===== src/rtl/alu_pkg.sv =====
// Shared definitions for the ALU command path: opcodes, legality check,
// sequencer state encoding and the packed command word.
package alu_pkg;

    localparam logic [3:0] OP_ADD      = 4'd1;
    localparam logic [3:0] OP_SUB      = 4'd2;
    localparam logic [3:0] OP_INC      = 4'd3;
    localparam logic [3:0] OP_DEC      = 4'd4;
    localparam logic [3:0] OP_OR       = 4'd5;
    localparam logic [3:0] OP_AND      = 4'd6;
    localparam logic [3:0] OP_XOR      = 4'd7;
    localparam logic [3:0] OP_SHR      = 4'd8;
    localparam logic [3:0] OP_SHL      = 4'd9;
    localparam logic [3:0] OP_ONESCOMP = 4'd10;
    localparam logic [3:0] OP_TWOSCOMP = 4'd11;

    typedef enum logic [1:0] {
        ST_IDLE  = 2'd0,
        ST_ISSUE = 2'd1,
        ST_HOLD  = 2'd2
    } seq_state_t;

    typedef struct packed {
        logic [3:0] opcode;
        logic [7:0] a;
        logic [7:0] b;
        logic       use_acc;
    } alu_cmd_t;

    function automatic logic opcode_legal(input logic [3:0] op);
        return (op >= OP_ADD) && (op <= OP_TWOSCOMP);
    endfunction

endpackage


===== src/rtl/alu_cmd_fifo.sv =====
// DEPTH-entry synchronous FIFO of ALU command words with full/empty flags.
// The head entry is read combinationally so it can drive the ALU directly.
module alu_cmd_fifo
    import alu_pkg::*;
#(
    parameter  int DEPTH = 4,
    localparam int PTR_W = $clog2(DEPTH)
) (
    input  logic     clk,
    input  logic     rst_n,
    input  logic     push,
    input  alu_cmd_t wr_data,
    input  logic     pop,
    output alu_cmd_t rd_data,
    output logic     full,
    output logic     empty
);

    alu_cmd_t         mem [DEPTH];
    logic [PTR_W-1:0] wr_ptr_reg;
    logic [PTR_W-1:0] rd_ptr_reg;
    logic [PTR_W:0]   count_reg;
    logic             do_push;
    logic             do_pop;

    assign full    = (count_reg == (PTR_W+1)'(DEPTH));
    assign empty   = (count_reg == '0);
    assign do_push = push && !full;
    assign do_pop  = pop && !empty;
    assign rd_data = mem[rd_ptr_reg];

    // Pointers wrap naturally because DEPTH is a power of two.
    always_ff @(posedge clk or negedge rst_n) begin
        if (!rst_n) begin
            wr_ptr_reg <= '0;
            rd_ptr_reg <= '0;
            count_reg  <= '0;
        end else begin
            if (do_push) wr_ptr_reg <= wr_ptr_reg + PTR_W'(1);
            if (do_pop)  rd_ptr_reg <= rd_ptr_reg + PTR_W'(1);
            case ({do_push, do_pop})
                2'b10:   count_reg <= count_reg + (PTR_W+1)'(1);
                2'b01:   count_reg <= count_reg - (PTR_W+1)'(1);
                default: count_reg <= count_reg;
            endcase
        end
    end

    always_ff @(posedge clk) begin
        if (do_push) mem[wr_ptr_reg] <= wr_data;
    end

endmodule


===== src/rtl/alu_cmd_sequencer.sv =====
// Command sequencer for the 8-bit ALU: buffers commands, issues one per pass,
// registers result/flags and keeps an accumulator. ALU_CMD_SEQ_STATS_EN adds counters.
module alu_cmd_sequencer
    import alu_pkg::*;
#(
    parameter int DEPTH = 4
) (
    input  logic        clk,
    input  logic        rst_n,
    input  logic        cmd_valid,
    output logic        cmd_ready,
    input  logic [3:0]  cmd_opcode,
    input  logic [7:0]  cmd_a,
    input  logic [7:0]  cmd_b,
    input  logic        cmd_use_acc,
    output logic [7:0]  alu_in_a,
    output logic [7:0]  alu_in_b,
    output logic [3:0]  alu_opcode,
    input  logic [7:0]  alu_out,
    input  logic        alu_zero,
    input  logic        alu_carry,
    output logic        res_valid,
    input  logic        res_ready,
    output logic [7:0]  res_data,
    output logic        res_zero,
    output logic        res_carry,
    output logic        res_err,
    output logic [7:0]  acc
`ifdef ALU_CMD_SEQ_STATS_EN
    ,
    output logic [15:0] stat_cmds,
    output logic [15:0] stat_carries,
    output logic [7:0]  stat_errs
`endif
);

    seq_state_t state_reg, state_next;
    alu_cmd_t   cmd_in;
    alu_cmd_t   head;
    logic       fifo_full;
    logic       fifo_empty;
    logic       push_fire;
    logic       head_legal;
    logic       res_valid_reg;
    logic [7:0] res_data_reg;
    logic       res_zero_reg;
    logic       res_carry_reg;
    logic       res_err_reg;
    logic [7:0] acc_reg;

    assign cmd_in.opcode  = cmd_opcode;
    assign cmd_in.a       = cmd_a;
    assign cmd_in.b       = cmd_b;
    assign cmd_in.use_acc = cmd_use_acc;

    assign cmd_ready  = !fifo_full;
    assign push_fire  = cmd_valid && !fifo_full;
    assign head_legal = opcode_legal(head.opcode);

    alu_cmd_fifo #(.DEPTH(DEPTH)) u_fifo (
        .clk     (clk),
        .rst_n   (rst_n),
        .push    (cmd_valid),
        .wr_data (cmd_in),
        .pop     (state_reg == ST_ISSUE),
        .rd_data (head),
        .full    (fifo_full),
        .empty   (fifo_empty)
    );

    always_ff @(posedge clk or negedge rst_n) begin
        if (!rst_n) state_reg <= ST_IDLE;
        else        state_reg <= state_next;
    end

    always_comb begin
        state_next = state_reg;
        alu_opcode = 4'b0000;
        alu_in_a   = 8'h00;
        alu_in_b   = 8'h00;
        case (state_reg)
            ST_IDLE: begin
                if (!fifo_empty) state_next = ST_ISSUE;
            end
            ST_ISSUE: begin
                alu_opcode = head.opcode;
                alu_in_b   = head.b;
                alu_in_a   = head.use_acc ? acc_reg : head.a;
                state_next = ST_HOLD;
            end
            ST_HOLD: begin
                // A command arriving this very cycle is visible in the FIFO next cycle.
                if (res_ready) state_next = (!fifo_empty || push_fire) ? ST_ISSUE : ST_IDLE;
            end
            default: state_next = ST_IDLE;
        endcase
    end

    always_ff @(posedge clk or negedge rst_n) begin
        if (!rst_n) begin
            res_valid_reg <= 1'b0;
            res_data_reg  <= 8'h00;
            res_zero_reg  <= 1'b0;
            res_carry_reg <= 1'b0;
            res_err_reg   <= 1'b0;
            acc_reg       <= 8'h00;
        end else if (state_reg == ST_ISSUE) begin
            res_valid_reg <= 1'b1;
            if (head_legal) begin
                res_data_reg  <= alu_out;
                res_zero_reg  <= alu_zero;
                res_carry_reg <= alu_carry;
                res_err_reg   <= 1'b0;
                acc_reg       <= alu_out;
            end else begin
                // Illegal opcodes report a clean zero result and leave acc untouched.
                res_data_reg  <= 8'h00;
                res_zero_reg  <= 1'b1;
                res_carry_reg <= 1'b0;
                res_err_reg   <= 1'b1;
            end
        end else if ((state_reg == ST_HOLD) && res_ready) begin
            res_valid_reg <= 1'b0;
        end
    end

    assign res_valid = res_valid_reg;
    assign res_data  = res_data_reg;
    assign res_zero  = res_zero_reg;
    assign res_carry = res_carry_reg;
    assign res_err   = res_err_reg;
    assign acc       = acc_reg;

`ifdef ALU_CMD_SEQ_STATS_EN
    logic [15:0] stat_cmds_reg;
    logic [15:0] stat_carries_reg;
    logic [7:0]  stat_errs_reg;
    logic        res_fire;

    assign res_fire = res_valid_reg && res_ready;

    // Saturating counters of results actually accepted downstream.
    always_ff @(posedge clk or negedge rst_n) begin
        if (!rst_n) begin
            stat_cmds_reg    <= '0;
            stat_carries_reg <= '0;
            stat_errs_reg    <= '0;
        end else if (res_fire) begin
            if (stat_cmds_reg != '1) stat_cmds_reg <= stat_cmds_reg + 16'd1;
            if (res_carry_reg && (stat_carries_reg != '1)) stat_carries_reg <= stat_carries_reg + 16'd1;
            if (res_err_reg && (stat_errs_reg != '1)) stat_errs_reg <= stat_errs_reg + 8'd1;
        end
    end

    assign stat_cmds    = stat_cmds_reg;
    assign stat_carries = stat_carries_reg;
    assign stat_errs    = stat_errs_reg;
`endif

endmodule


===== config.mk =====
export PLATFORM = sky130hd
export DESIGN_NAME = alu_cmd_sequencer
export DESIGN_NICKNAME = d
export VERILOG_FILES = /design/src/rtl/alu_pkg.sv /design/src/rtl/alu_cmd_fifo.sv /design/src/rtl/alu_cmd_sequencer.sv
export SDC_FILE = /design/constraint.sdc
export NUM_CORES = 1
export LEC_CHECK = 0
export CORE_UTILIZATION = 47
export CTS_CLUSTER_DIAMETER = 80
export DETAILED_ROUTE_END_ITERATION = 10
export PLACE_DENSITY_LB_ADDON = 0.3
export SLEW_MARGIN = 25
export SYNTH_ARGS = -nofsm -noshare
export SYNTH_HDL_FRONTEND = slang
export SYNTH_SLANG_ARGS = --single-unit

===== constraint.sdc =====
create_clock -name clk -period 2.1 [get_ports clk]
set_input_delay 0.21 -clock clk [delete_from_list [all_inputs] [get_ports clk]]
set_output_delay 0.21 -clock clk [all_outputs]
set_load 0.01 [all_outputs]

# Yosys cells after proc, flatten, opt, wreduce, memory -nomap -nowiden
# Memories as Yosys holds them, arrays and structs flattened.
# Index checks and enable logic that the tools add are counted.
# totals
reg_bits,29
latchBits,0
mem_bits_rw,84
romBits,0
out_inout_bits,41
mem_count,1
# classes
addsub,4
mul,0
div,0
magnitude_cmp,2
n_eq_ne,7
n_shift,0
mux,17
n_bitwise,0
reduce_logical,13
# memory_table
name,depth,word_bits,read_ports,rd_ports_with_merged_regs,write_ports,line_no,text
u_fifo.mem,4,21,1,0,1,alu_cmd_fifo.sv:19,alu_cmd_t mem [DEPTH];
# ops
cell,n
8-bit two-way mux,4
1-bit two-way mux,8
2-bit case mux with 3 select lines,1
3-bit case mux with 2 select lines,1
2-bit by 1-bit adder with 2-bit output (second input constant),2
2-bit by 1-bit equality test with 1-bit output (second input constant),2
2-bit equality test (second input constant),2
4-bit by 1-bit greater-or-equal comparator with 1-bit output (second input constant),1
4-bit less-or-equal comparator (second input constant),1
1-bit logical AND,4
2-bit two-way mux,2
4-bit two-way mux,1
2-bit inequality test (second input constant),2
2-bit AND reduction,2
2-bit nonzero test,2
3-bit by 1-bit adder with 3-bit output (second input constant),1
3-bit equality test (second input constant),1
3-bit logical NOT,1
3-bit by 1-bit subtractor with 3-bit output (second input constant),1
1-bit logical NOT,2
2-bit logical NOT,1
1-bit logical OR,1

# Depth between registers and ports, before layout
# depth
depth_word,7
ltp_mapped,10

# By module
# A second synthesis with hierarchy kept.
# unflattened
hier_cells,238
area_unflattened_um2,4541.9
# modules_own_cells
mod,instances,cells_per_inst,area_per_inst_um2
alu_cmd_fifo,1,147,3493.4
alu_cmd_sequencer,1,91,1048.5

# Worst setup path after synthesis
# Ideal clock, no wire load.
# synth_timing
path_type,register -> register
from,reg state_reg[1]
to,reg u_fifo.count_reg[2]
setup_time_ns,0.079
arrival_ns,1.981
setup_slack_ns,0.040
stages_incl_launch_ff,10
synth_period_minus_slack_ns,2.060
cell_sequence,dfrtp_1 -> nand2b_1 -> clkbuf_1 -> nor2_1 -> ha_1 -> inv_1 -> fa_1 -> xor2_1 -> nor2_1 -> xor2_1
# synth_via
elab_chain_cells,4
word_cells_on_any_way,6
# synth_rtl
item,line_no,text
from (decl),alu_cmd_sequencer.sv:37,"seq_state_t state_reg, state_next;"
from (signal assigned),alu_cmd_sequencer.sv:73,else state_reg <= state_next;
2-bit by 1-bit equality test with 1-bit output *,alu_cmd_sequencer.sv:65,".pop (state_reg == ST_ISSUE),"
1-bit logical AND *,alu_cmd_fifo.sv:29,assign do_pop = pop && !empty;
named net u_fifo.do_pop,alu_cmd_fifo.sv:24,logic do_pop;
2-bit by 1-bit equality test with 1-bit output / 2-bit equality test (equally long branches),alu_cmd_fifo.sv:41,"case ({do_push, do_pop})"
3-bit case mux with 2 select lines / 2-bit nonzero test (equally long branches),--,
to (signal assigned),alu_cmd_fifo.sv:42,2'b10: count_reg <= count_reg + (PTR_W+1)'(1);
to (signal assigned),alu_cmd_fifo.sv:43,2'b01: count_reg <= count_reg - (PTR_W+1)'(1);
to (signal assigned),alu_cmd_fifo.sv:44,default: count_reg <= count_reg;
to (decl),alu_cmd_fifo.sv:22,logic [PTR_W:0] count_reg;
# Mark *: on every way through the listed nets, which the timed path passes. The rest lies on a longest branch.
# A chain may end at the register's enable or synchronous reset.

# Worst setup path in the final report
# layout_timing
from,reg u_fifo.rd_ptr_reg[0]
to,out alu_in_a[1]
# layout_via
elab_chain_cells,3
# layout_rtl
item,line_no,text
from (decl),alu_cmd_fifo.sv:21,logic [PTR_W-1:0] rd_ptr_reg;
from (signal assigned),alu_cmd_fifo.sv:40,if (do_pop) rd_ptr_reg <= rd_ptr_reg + PTR_W'(1);
memory read 4 x 21 bit,--,
8-bit two-way mux,alu_cmd_sequencer.sv:88,alu_in_a = head.use_acc ? acc_reg : head.a;
8-bit two-way mux,alu_cmd_sequencer.sv:81,case (state_reg)
to (decl),alu_cmd_sequencer.sv:16,"output logic [7:0] alu_in_a,"
# Every way passes these cells.

==> flow_metrics.py <==
metrics = {
    "synth": {
        "mappedNetlistArea_sq_mm": 0.004509,
        "synth_edf_count": 84,
        "ys_top_cells_by_area": "edfxtp_1 (56%), dfrtp_1 (16%), mux4_2 (10%)",
        "synth_top_area_share_pct": 55.94,
        "ys_warn_count": 0,
        "ys_types": 30,
        "async_reset_ff_share_pct": 25.66,
        "yosysSeqAreaShare_pct": 72.03,
        "ys_ff_latch": 113,
        "syn_nets": 277,
        "synth_top_area_cell": "edfxtp_1",
        "syn_inst": 236,
        "syn_avg_cell_area_sq_um": 19.11,
        "ys.flop_type": "edfxtp_1",
    },
    "critical_path": {
        "path_class": "register to primary output",
        "worstReg2RegStart": "u_fifo.rd_ptr_reg[0]",
        "endpoint_kind": "primary output",
        "cp-start-kind": "register",
        "r2r_cells": 8,
        "crit_chain": "buf_6 > mux4_2 > buf_6 > buf_6 > mux2i_1 > nor2_1 > buf_2",
        "r2r_slack_ns": -0.28,
        "cpMostUsedCell": "buf_6",
        "crit_fanout": 3,
        "startpoint": "u_fifo.rd_ptr_reg[0]",
        "cp.required_ns": 1.89,
        "crit_arrival_ns": 2.18,
        "max_stage_delay_ns": 0.54,
        "critPathSlowestCell": "mux4_2",
    },
    "clock_network": {
        "cts_buffer_depth": 2,
        "tritoncts": "yes",
        "cts_buffers": 17,
        "clkLatencyLatePin_ns": 0.50,
        "clock-sinks": 113,
        "root_buffer": "clkbuf_8",
        "htree_levels": 4,
        "clk_pin_slew_worst_paths_ns": 0.06,
    },
    "floorplanning": {
        "die_w_um": 99.95,
        "rows": 35,
        "core_area_sq_mm": 0.009284,
        "die_h_um": 99.95,
        "fp.dieArea_sq_mm": 0.009990,
        "pin_count": 76,
        "start_util_pct": 48.57,
    },
    "layout": {
        "area_growth_pct": 39.71,
        "stdcell_count": 507,
        "fillers": 623,
        "stdcell_area_sq_mm": 0.006300,
        "largest_reg_flops": 84,
        "layout_commonest_cell": "edfxtp_1",
        "antenna_cells": 0,
        "layout_common_cells": "edfxtp_1 (84), clkdlybuf4s50_1 (55), buf_4 (33)",
        "drive_above_1_share_pct": 36.24,
        "nets": 406,
    },
    "grt": {
        "grt_max_degree": 30,
        "track_usage_pct": 19.39,
        "grt_pass1_vias": 2645,
        "grt_pass1_wl_um": 14010,
        "grt_antenna_before_repair": 0,
        "grt_overflow": 0,
    },
    "timing": {
        "slew_headroom_pct": 45.77,
        "setup_violations": 39,
        "fin_crit_ns": 2.394,
        "hold_violations": 0,
        "rsz0062_at_grt": "yes",
        "setup_ws_ns": -0.2940,
        "skew_ns": 0.007195,
        "timing.fmax_mhz": 417.7,
        "post-route-period-util_pct": 114.0,
        "finalMaxSlewViolations": 0,
        "worst_pin_slew_ns": 0.8119,
    },
    "pwr": {
        "total_power_mw": 10.10,
        "power.density_mw_per_mm2": 1604,
        "ir_drop_mv": 0.6940,
        "power.leakage_nw": 2.484,
    },
    "detailed_routing": {
        "vias_per_cell": 5.142,
        "drt-pass1-iter-count": 4,
        "dr_total_vias": 2607,
        "drt_iter0_drc": 128,
        "antenna_left": 0,
        "wl_um": 9108,
        "wl_per_cell_um": 17.96,
        "drc": 0,
    },
    "placement": {
        "port_buffers": 75,
        "dpl.cell_count": 454,
        "gp_congestion": 0.7160,
        "dp_hpwl_um": 5750,
        "place_area_sq_mm": 0.005557,
    },
    "status": {
        "violations": "negative setup slack",
        "outcome": "finished, violations left",
    },
    "worst_hold_path": {
        "hold_class": "primary input to asynchronous set/reset pin",
    },
    "flow_run": {
        "maxCapViolCount": 0,
    },
}
-- where the power goes --
part	switching [mW]	internal [mW]	total, mW
clock	1.02	1.73	2.75
combinational	1.70	2.28	3.98
sequential	0.314	3.06	3.37
total	3.03	7.07	10.1
-- final cells by class --
type                    instances  area, sq um  area share [%]
clock buffers                  18        427.9           6.792
flip-flops and latches        113         3248           51.56
well taps                     129        161.4           2.562
multi-input cells             106         1197           19.01
clock inverters                14        156.4           2.483
repair buffers                120         1082           17.18
inverters                       7        26.28          0.4171
-- through the flow --
stage	setup slack, ns	TNS (ns)	util, %	hold WS (ns)
after detailed placement	-0.08888	-1.336	59.85	0.4908
final	-0.2940	-8.005	67.86	0.1053
after global routing	-0.3738	-11.10	67.86	0.1184
after floorplan	0.03962	0	-	-0.08559
after CTS	-0.2974	-7.712	67.18	0.1011
after global placement	-0.08566	-0.7186	59.85	0.4880
-- critical path: cells and delay by family, from the launching register on --
family | cells | cell delay, ns
multiplexers | 2 | 0.65
buffers and inverters | 4 | 0.51
flip-flops | 1 | 0.37
AND/OR/NAND/NOR | 1 | 0.15
-- worst paths after layout --
path	end
hold reg to reg	u_fifo.count_reg[0]
hold / removal	u_fifo.count_reg[1]
min in group clk	res_carry
setup / recovery	alu_in_a[1]
setup reg to reg	acc[1]
max in group asynchronous	state_reg[0]
-- Yosys cell counts, types with 4 or more instances --
| library cell | n |
|---|---|
| a22o_1 | 9 |
| and2_1 | 13 |
| and3_1 | 4 |
| buf_2 | 4 |
| dfrtp_1 | 29 |
| edfxtp_1 | 84 |
| ha_1 | 5 |
| inv_1 | 7 |
| mux2_4 | 8 |
| mux2i_1 | 9 |
| mux4_2 | 21 |
| nor2_1 | 12 |
-- layer usage --
| layer | GRT usage [%] | vias up | share of wire (%) |
|---|---|---|---|
| li1 | - | 1172 | - |
| met1 | 25.36 | 1346 | 42 |
| met2 | 31.56 | 83 | 52 |
| met3 | 5.641 | 6 | 5.3 |
| met4 | 6.109 | 0 | 0.90 |
| met5 | 0 | - | 0 |
-- cells by family after synthesis --
family | Yosys count | synth area share [%]
compound gates | 16 | 2.858
mux | 39 | 15.40
buf+inv | 17 | 1.859
xor+xnor | 6 | 1.166
flops | 113 | 72.03
fa+ha+maj | 6 | 1.831
simple gates | 39 | 4.855
-- timing repair --
action	in CTS	in global routing
gates resized for setup	99	13
endpoints found under the setup margin	38	40
endpoints found under the hold margin	0	0
hold buffers	0	0
pin swaps	10	10
buffers inserted	17	6
Power figures use the tool's default switching activity.
